**config.mk**
```make
export PLATFORM = sky130hd
export DESIGN_NAME = ram_serial_writer_flat
export DESIGN_NICKNAME = d
export VERILOG_FILES = /design/src/rtl/ram_serial_writer_if.sv /design/src/rtl/ram_serial_writer.sv /design/src/flat_wrapper.sv
export SDC_FILE = /design/constraint.sdc
export NUM_CORES = 1
export LEC_CHECK = 0
export CAP_MARGIN = 40
export CORE_MARGIN = 5
export CORE_UTILIZATION = 45
export DETAILED_ROUTE_END_ITERATION = 6
export DONT_BUFFER_PORTS = 1
export PLACE_DENSITY_LB_ADDON = 0.2
export SLEW_MARGIN = 10
export SYNTH_ARGS = -nofsm -noshare
export SYNTH_HDL_FRONTEND = slang
export SYNTH_SLANG_ARGS = --single-unit
```
**constraint.sdc**
```tcl
create_clock -name clk -period 3.68 [get_ports clk]
set_input_delay 0 -clock clk [delete_from_list [all_inputs] [get_ports clk]]
set_output_delay 0 -clock clk [all_outputs]
set_load 0.02 [all_outputs]
```
**src/rtl/ram_serial_writer_if.sv**
```systemverilog
// Byte-in / RAM-write-out bundle between the UART receiver, the serial writer and the frame RAM port.
// Widths follow the same derivation as the writer, so both must be given matching parameters.
interface ram_serial_writer_if #(
    parameter int RAM_WIDTH = 32,
    parameter int RAM_DEPTH = (480 * 360 * 24) / RAM_WIDTH
);
    localparam int ADRESS_BITS = $clog2(RAM_DEPTH);
    localparam int BC_BITS     = $clog2(RAM_WIDTH / 8) + 1;

    logic [7:0]             rx_data;
    logic                   rx_ready;
    logic                   restart;
    logic [ADRESS_BITS-1:0] adress;
    logic [RAM_WIDTH-1:0]   data_in;
    logic                   we;
    logic                   frame_done;
    logic [BC_BITS-1:0]     byte_count;

    modport master (
        output rx_data, rx_ready, restart,
        input  adress, data_in, we, frame_done, byte_count
    );

    modport slave (
        input  rx_data, rx_ready, restart,
        output adress, data_in, we, frame_done, byte_count
    );
endinterface

```
**src/rtl/ram_serial_writer.sv**
```systemverilog
// Packs UART bytes (first byte in the MSBs) into RAM words and writes them at sequential
// frame-buffer addresses, with inter-byte timeout discard and host-driven frame restart.
module ram_serial_writer #(
    parameter int RAM_WIDTH      = 32,
    parameter int RAM_DEPTH      = (480 * 360 * 24) / RAM_WIDTH,
    parameter int TIMEOUT_CYCLES = 100000
) (
    input  logic                clk,
    input  logic                rst,
    ram_serial_writer_if.slave  bus
);
    localparam int ADRESS_BITS    = $clog2(RAM_DEPTH);
    localparam int BYTES_PER_WORD = RAM_WIDTH / 8;
    localparam int MAX_ADRESS     = RAM_DEPTH - 1;
    localparam int BC_BITS        = $clog2(BYTES_PER_WORD) + 1;
    localparam int TO_BITS        = (TIMEOUT_CYCLES > 2) ? $clog2(TIMEOUT_CYCLES) : 1;

    localparam logic [ADRESS_BITS-1:0] ADR_ZERO  = {ADRESS_BITS{1'b0}};
    localparam logic [ADRESS_BITS-1:0] ADR_ONE   = ADRESS_BITS'(1);
    localparam logic [ADRESS_BITS-1:0] ADR_MAX   = ADRESS_BITS'(MAX_ADRESS);
    localparam logic [BC_BITS-1:0]     BC_ZERO   = {BC_BITS{1'b0}};
    localparam logic [BC_BITS-1:0]     BC_ONE    = BC_BITS'(1);
    localparam logic [BC_BITS-1:0]     BC_LAST   = BC_BITS'(BYTES_PER_WORD - 1);
    localparam logic [TO_BITS-1:0]     TO_ZERO   = {TO_BITS{1'b0}};
    localparam logic [TO_BITS-1:0]     TO_ONE    = TO_BITS'(1);
    localparam logic [TO_BITS-1:0]     TO_LAST   = TO_BITS'(TIMEOUT_CYCLES - 1);
    localparam logic [RAM_WIDTH-1:0]   WORD_ZERO = {RAM_WIDTH{1'b0}};
    localparam logic [RAM_WIDTH-9:0]   SHIFT_ZERO = {(RAM_WIDTH-8){1'b0}};

    typedef enum logic [1:0] {
        COLLECT = 2'd0,
        WRITE   = 2'd1,
        DONE    = 2'd2
    } state_t;

    state_t                 state_r, state_s;
    logic [ADRESS_BITS-1:0] adress_r, adress_s;
    logic [RAM_WIDTH-1:0]   data_r, data_s;
    logic                   we_r, we_s;
    logic                   frame_done_r, frame_done_s;
    logic [BC_BITS-1:0]     byte_count_r, byte_count_s;
    logic [TO_BITS-1:0]     timeout_r, timeout_s;
    // The top byte of a word is never shifted again, so only RAM_WIDTH-8 bits are kept.
    logic [RAM_WIDTH-9:0]   shift_r, shift_s;
    logic [RAM_WIDTH-1:0]   packed_s;

    assign packed_s = {shift_r, bus.rx_data};

    // Next-state and next-output decode; restart overrides sequencing and drops the strobed byte.
    always_comb begin
        state_s      = state_r;
        adress_s     = adress_r;
        data_s       = data_r;
        byte_count_s = byte_count_r;
        timeout_s    = timeout_r;
        shift_s      = shift_r;
        we_s         = 1'b0;
        frame_done_s = 1'b0;

        if (bus.restart) begin
            state_s      = COLLECT;
            adress_s     = ADR_ZERO;
            byte_count_s = BC_ZERO;
            timeout_s    = TO_ZERO;
        end else begin
            case (state_r)
                WRITE: begin
                    if (adress_r == ADR_MAX) begin
                        adress_s = ADR_ZERO;
                        state_s  = DONE;
                    end else begin
                        adress_s = adress_r + ADR_ONE;
                        state_s  = COLLECT;
                    end
                end
                DONE: begin
                    state_s = COLLECT;
                end
                default: begin
                    state_s = COLLECT;
                end
            endcase

            // A byte always wins over timeout expiry in the same cycle.
            if (bus.rx_ready) begin
                shift_s   = packed_s[RAM_WIDTH-9:0];
                timeout_s = TO_ZERO;
                if (byte_count_r == BC_LAST) begin
                    byte_count_s = BC_ZERO;
                    data_s       = packed_s;
                    state_s      = WRITE;
                end else begin
                    byte_count_s = byte_count_r + BC_ONE;
                end
            end else if (byte_count_r == BC_ZERO) begin
                timeout_s = TO_ZERO;
            end else if (timeout_r == TO_LAST) begin
                timeout_s    = TO_ZERO;
                byte_count_s = BC_ZERO;
            end else begin
                timeout_s = timeout_r + TO_ONE;
            end
        end

        we_s         = (state_s == WRITE);
        frame_done_s = (state_s == DONE);
    end

    // State and output registers with synchronous reset.
    always_ff @(posedge clk) begin
        if (rst) begin
            state_r      <= COLLECT;
            adress_r     <= ADR_ZERO;
            data_r       <= WORD_ZERO;
            we_r         <= 1'b0;
            frame_done_r <= 1'b0;
            byte_count_r <= BC_ZERO;
            timeout_r    <= TO_ZERO;
            shift_r      <= SHIFT_ZERO;
        end else begin
            state_r      <= state_s;
            adress_r     <= adress_s;
            data_r       <= data_s;
            we_r         <= we_s;
            frame_done_r <= frame_done_s;
            byte_count_r <= byte_count_s;
            timeout_r    <= timeout_s;
            shift_r      <= shift_s;
        end
    end

    assign bus.adress     = adress_r;
    assign bus.data_in    = data_r;
    assign bus.we         = we_r;
    assign bus.frame_done = frame_done_r;
    assign bus.byte_count = byte_count_r;
endmodule

```
**src/flat_wrapper.sv**
```systemverilog
// flat-port wrapper written by rule: the top's interface ports become plain ports
module ram_serial_writer_flat 
#(
    parameter int RAM_WIDTH      = 32,
    parameter int RAM_DEPTH      = (480 * 360 * 24) / RAM_WIDTH,
    parameter int TIMEOUT_CYCLES = 100000
)
  (clk, rst, bus_rx_data, bus_rx_ready, bus_restart, bus_adress, bus_data_in, bus_we, bus_frame_done, bus_byte_count);
  ram_serial_writer_if #(.RAM_WIDTH(RAM_WIDTH), .RAM_DEPTH(RAM_DEPTH)) bus_i ();
  input  logic clk;
  input  logic rst;
  input wire logic [$bits(bus_i.rx_data)-1:0] bus_rx_data;
  input wire logic [$bits(bus_i.rx_ready)-1:0] bus_rx_ready;
  input wire logic [$bits(bus_i.restart)-1:0] bus_restart;
  output wire logic [$bits(bus_i.adress)-1:0] bus_adress;
  output wire logic [$bits(bus_i.data_in)-1:0] bus_data_in;
  output wire logic [$bits(bus_i.we)-1:0] bus_we;
  output wire logic [$bits(bus_i.frame_done)-1:0] bus_frame_done;
  output wire logic [$bits(bus_i.byte_count)-1:0] bus_byte_count;
  assign bus_i.rx_data = bus_rx_data;
  assign bus_i.rx_ready = bus_rx_ready;
  assign bus_i.restart = bus_restart;
  assign bus_adress = bus_i.adress;
  assign bus_data_in = bus_i.data_in;
  assign bus_we = bus_i.we;
  assign bus_frame_done = bus_i.frame_done;
  assign bus_byte_count = bus_i.byte_count;
  ram_serial_writer #(.RAM_WIDTH(RAM_WIDTH), .RAM_DEPTH(RAM_DEPTH), .TIMEOUT_CYCLES(TIMEOUT_CYCLES)) u_core (.clk(clk), .rst(rst), .bus(bus_i));
endmodule
```
==> flow_summary.yaml, run 1 <==
placement:
  place_congestion: 0.803
  dpl.hpwl_um: 5500
  numPlacedInstances: 542
  port_buffers: 0
  pre_cts_ws_ns: 1.54
clock_tree:
  clk_latency_ns: 0.35
  clk_pin_slew_worst_paths_ns: 0.10
  cts_tree: "done"
  cts_root_buffer: "clkbuf_8"
  clock_sinks: 97
  h-tree-depth: 3
  clk_path_buf_depth: 2
  cts_buffers: 9
timing:
  fin_crit_sh_pct: 58.5
  slew_headroom_pct: 53.8
  worstMarginPinSlew_ns: 0.692
  max_freq_ghz: 0.465
  hold_viol: 0
  tns_ns: 0
  setup_violations: 0
  rsz0062_at_grt: "false"
  finClkSkew_ns: 0.00999
  fin_crit_ns: 2.15
  slew_viol_final: 0
  fin_ws_ns: 1.53
drt:
  wl_met3_um: 564
  via_per_inst: 5.31
  top_layer_used: "met4"
  post_drt_wl_per_cell_um: 14.1
  wl_met2_um: 3620
  drc: 0
  route.antenna.remaining_nets: 0
  dr.pass1.iters: 4
  wirelength_um: 8040
  drtIter0Drc: 134
  vias: 3028
  wl_met1_um: 3700
layout:
  drive_above_1_share_pct: 6.45
  multi_input_area_mm2: 0.00174
  syn_to_final_growth_pct: 10.8
  finalNonFillerCells: 570
  register_area_mm2: 0.00194
  antenna_cells: 0
  fin_util_pct: 51.3
  fillers: 828
  final_nets: 477
global_routing:
  overflow: 0
  grt_max_degree: 58
  antenna_found_initial: 0
  grt_pass1_wl_um: 13600
  grt_use_total_pct: 16.2
  grt_pass1_vias: 2911
critical_path:
  cp_max_fo: 15
  crit_buf_inv: 0
  crit_path_top_delay_cell: "or3_2"
  crit_family: "simple AND/OR/NAND/NOR gates"
  cp_data_arrival_time_ns: 2.38
  path_class: "reg -> reg"
  worstSetupStartpointType: "flop"
  reg2reg_to: "u_core.bus.adress[12]"
  slowest_delay_ns: 0.56
  critical_path_depth: 5
  cp_cell_sequence: "ha_1 -> nand3b_4 -> or3_2 -> o21ai_4 -> nor2_1"
  cp-end-kind: "flop"
  worstPathRequired_ns: 3.91
  reg2regPathDepth: 5
  timing.rr.start: "u_core.bus.adress[0]"
  r2r_slack_ns: 1.53
floorplan:
  die_x_um: 102
  rows: 33
  initial_core_util_pct: 46.3
  die_y_um: 102
  die_area_mm2: 0.0104
  core_mm2: 0.00822
  num_io_pins: 66
run_status:
  status: "finished, final reports clean"
synth:
  synth_top_family_by_area: "simple AND/OR/NAND/NOR gates"
  synth_seq_cells: 97
  synth_area_mm2: 0.00380
  yosys-top-cells-area: "dfxtp_1 (51%), nand2_1 (12%), a21oi_1 (7.4%)"
  yosys.area_share.simple_pct: 27.4
  syn_inst: 456
  netlist-cell-type-count: 41
  synth_edf_count: 0
  synth_xor_area_share_pct: 6.45
  synth_seq_area_share_pct: 51.1
  synth_compound_area_share_pct: 9.84
  syn_avg_cell_area_um2: 8.34
  yosysWarnings: 0
  async_flop_share_pct: 0
  synth.most_common_cell: "nand2_1"
  syn-num-nets: 472
  synth_top_area_cell: "dfxtp_1"
  synth_mux_area_share_pct: 0.526
  synth-adder-area-share_pct: 1.32
  synth_top_area_share_pct: 51.1
  synthFlopType: "dfxtp_1"
  yosys-top-cells-count: "nand2_1 (124), dfxtp_1 (97), a21oi_1 (56)"
hold_path:
  hold_path.class: "in -> reg"
  holdPathStages: 3
  hold_path_end: "u_core.timeout_r[1]"
  hold_start: "rst"
power:
  power.density_mw_per_mm2: 425
  ir_drop_mv: 0.202
  p_leak_uw: 0.00133
job:
  cap_violations: 0
==> report_power, final <==
group          internal [uW]  switching, uW  leakage (uW)
clock network            314            360     0.0000957
logic                   19.6           33.4      0.000453
registers               1060           6.53      0.000782
total                   1390            400       0.00133
==> state kept, by name, indices dropped and copies added, names as in the netlist <==
| signal | flops |
|---|---|
| u_core.bus.data_in | 32 |
| u_core.shift_r | 24 |
| u_core.bus.adress | 17 |
| u_core.timeout_r | 17 |
| u_core.bus.byte_count | 3 |
| u_core.state_r | 2 |
| u_core.bus.frame_done | 1 |
| u_core.bus.we | 1 |
==> worst max-delay path by stage <==
stage                                    start                    end  slack [ns]
after global placement    u_core.bus.adress[0]   u_core.bus.adress[3]        1.59
final                     u_core.bus.adress[0]  u_core.bus.adress[12]        1.53
after detailed placement  u_core.bus.adress[0]  u_core.bus.adress[12]        1.54
after global routing      u_core.bus.adress[0]   u_core.bus.adress[8]        1.41
after CTS                 u_core.bus.adress[0]  u_core.bus.adress[12]        1.51
after floorplan           u_core.bus.adress[0]   u_core.bus.adress[5]        1.69
==> worst register-to-register path: cells and delay by family, from the launching register on <==
kind | cells | cell delay, ns
AOI/OAI and AO/OA | 1 | 0.41
adders and majority gates | 1 | 0.29
DFF | 1 | 0.54
and+or+nand+nor | 3 | 0.79
==> cell families after synthesis <==
group / Yosys count
DFF: 97
xor gates and xnor gates: 28
AOI/OAI and AO/OA: 68
adders and majority gates: 4
muxes: 2
buffers and inverters: 31
and+or+nand+nor: 226
==> per-stage QoR <==
step           power [uW]  cell area (um2)  hold WS [ns]
4_1_cts              1800             4210        0.0426
2_1_floorplan        1120             3800         0.136
3_5_place_dp         1120             3880        0.0853
3_3_place_gp         1110             3850        0.0835
5_1_grt              1850             4210        0.0725
6_report             1790             4210        0.0500
==> per-layer routing <==
metal / vias to the layer above / global-route usage [%]
met5: - / 0
met4: 0 / 7.37
met3: 10 / 4.85
met2: 59 / 25.1
met1: 1423 / 21.0
li1: 1536 / -
==> layout by cell type (no fill, tap or decap), types with 2 or more instances in the layout <==
cell type and count:
a21oi_1 56, buf_4 2, nand4_1 9, mux2i_1 2
nor2b_1 4, nand2_1 124, xnor2_1 21, o21ai_0 4
ha_1 4, dfxtp_1 97, clkinv_4 2, nor4_1 13
nor2_1 36, inv_1 8, clkbuf_8 9, dlygate4sd3_1 12
nor3_1 10, and3_1 3, nand2b_1 2, xor2_1 7
nand3_1 9, and4_1 2, nor4bb_1 2
==> area by class of cell <==
type	instances	share of cell area, %
sequential	97	46.1
multi-input combinational	328	41.2
timing repair buffer	17	4.31
tap	105	3.12
clock buffer	9	2.94
clock inverter	6	1.63
inverter	8	0.713
==> repair_timing <==
action / in CTS / in global routing
endpoints found under the setup margin: 0 / 0
endpoints found under the hold margin: 63 / 0
buffers inserted: 0 / 0
hold buffers: 13 / 0
gates resized for setup: 0 / 0
(Power assumes the default switching activity.)
==> run 2: changes to the inputs <==
clock period = 2 ns   (was 3.68 ns; I/O delays follow)
==> flow_summary.yaml, run 2 (same netlist as run 1, synthesis figures left out) <==
clock_tree:
  cts_buffers: 9
  cts_tree: "done"
  h-tree-depth: 3
  cts_root_buffer: "clkbuf_8"
  clk_pin_slew_worst_paths_ns: 0.09
  clock_sinks: 97
  clk_latency_ns: 0.35
  clk_path_buf_depth: 2
power:
  p_seq_share_pct: 58.8
  power.density_mw_per_mm2: 763
  p_sw_uw: 754
  total_power_uw: 3320
  p_leak_uw: 0.00141
  combPwrFrac_pct: 3.2
  power.clock.fraction_pct: 38.0
  intPower_uw: 2560
  ir_drop_mv: 0.357
  switching_share_pct: 22.7
timing:
  rsz0062_at_grt: "false"
  fin_crit_sh_pct: 88.3
  slew_viol_final: 0
  hold_viol: 0
  tns_ns: 0
  setup_violations: 0
  fin_crit_ns: 1.77
  max_freq_ghz: 0.566
  finClkSkew_ns: 0.0103
  timing.hold.ws_ns: 0.0260
  slew_headroom_pct: 64.1
  worstMarginPinSlew_ns: 0.534
placement:
  post_dp_cell_area_mm2: 0.00400
  place_congestion: 0.809
  dpl.hpwl_um: 5650
  port_buffers: 0
global_routing:
  antenna_found_initial: 0
  grt_pass1_vias: 2832
  grt_use_total_pct: 16.1
  grt_max_degree: 58
  overflow: 0
  grt_pass1_wl_um: 13600
layout:
  drive_above_1_share_pct: 10.1
  final_common_cell: "nand2_1"
  mostFrequentLayoutCells: "nand2_1 (124), dfxtp_1 (97), a21oi_1 (56), nor2_1 (36), buf_4 (23)"
  syn_to_final_growth_pct: 14.3
  stdcell_area_mm2: 0.00435
  antenna_cells: 0
  largest_reg_flops: 32
  final_nets: 496
critical_path:
  worstPathRequired_ns: 2.25
  crit_path_top_delay_cell: "dfxtp_1"
  cp_cell_sequence: "nand4_2 -> buf_4 -> nor4_1 -> mux2i_1 -> nor3_1"
  cp_max_fo: 6
  worstSetupStartpointType: "flop"
  slowest_delay_ns: 0.56
  path_class: "reg -> reg"
  cp_data_arrival_time_ns: 2.02
  cp-end-kind: "flop"
drt:
  drc: 0
  post_drt_wl_per_cell_um: 14.1
  drtIter0Drc: 158
  wirelength_um: 8290
  dr.pass1.iters: 4
  via_per_inst: 5.15
  vias: 3036
  route.antenna.remaining_nets: 0
floorplan:
  die_x_um: 102
  core_mm2: 0.00822
  initial_core_util_pct: 46.3
  rows: 33
  die_y_um: 102
  die_area_mm2: 0.0104
  num_io_pins: 66
hold_path:
  hold_path.class: "in -> reg"
run_status:
  status: "finished, final reports clean"
job:
  cap_violations: 0
==> run 2: changes by cell type in the layout (fill, tap and decap cells not counted) <==
cell / delta
clkinvlp_4: +3
inv_6: -1
buf_8: -1
clkinv_2: -1
buf_4: +21
buf_6: -1
clkinv_4: -1
clkbuf_1: +1
==> run 2: final timing paths <==
| check | startpoint | end | slack (ns) | depth (start not counted) |
|---|---|---|---|---|
| max | u_core.bus.adress[7] | u_core.bus.adress[15] | 0.23 | 5 |
| min | rst | u_core.timeout_r[1] | 0.03 | 4 |
| max reg2reg | u_core.bus.adress[7] | u_core.bus.adress[15] | 0.23 | 5 |
| min reg2reg | u_core.timeout_r[0] | u_core.timeout_r[0] | 0.45 | 1 |
==> run 2: through the flow <==
stage,util [%],std cells,worst slack (ns)
final,52.9,590,0.234
after global routing,52.9,590,0.102
after CTS,52.7,588,0.106
after detailed placement,48.6,559,0.112
after global placement,48.6,559,0.179
after floorplan,-,456,0.0121
==> run 2: power by group through the flow <==
stage	combinational [uW]	clock [uW]	sequential, uW
6_report	106	1260	1950
5_1_grt	119	1370	1950
4_1_cts	104	1300	1950
3_5_place_dp	59.4	0	2000
3_3_place_gp	58.1	0	2000
2_1_floorplan	59.7	0	2000
==> run 2: critical path: cells and delay by family, from the launching register on <==
family        cells  cell delay, ns
buf+inv           1            0.18
mux               1            0.24
flops             1            0.56
simple gates      3            0.69
==> run 2: layout make-up <==
type	instances	area, um2
Inverter	8	30.0
Clock buffer	10	128
Tap cell	105	131
Timing Repair Buffer	36	313
Sequential cell	97	1940
Fill cell	783	3870
Clock inverter	6	68.8
Multi-Input combinational cell	328	1740
==> run 2: timing repair <==
action	CTS	global route
hold buffers	13	0
gates resized for setup	0	0
hold endpoints to repair	64	0
endpoints found under the setup margin	0	8
setup buffers	0	2
==> run 2: metal layers <==
metal / wire [um] / track usage [%]
met1: 3810 / 21.0
met2: 3810 / 25.4
met3: 557 / 4.91
met4: 108 / 5.75
met5: 0 / 0
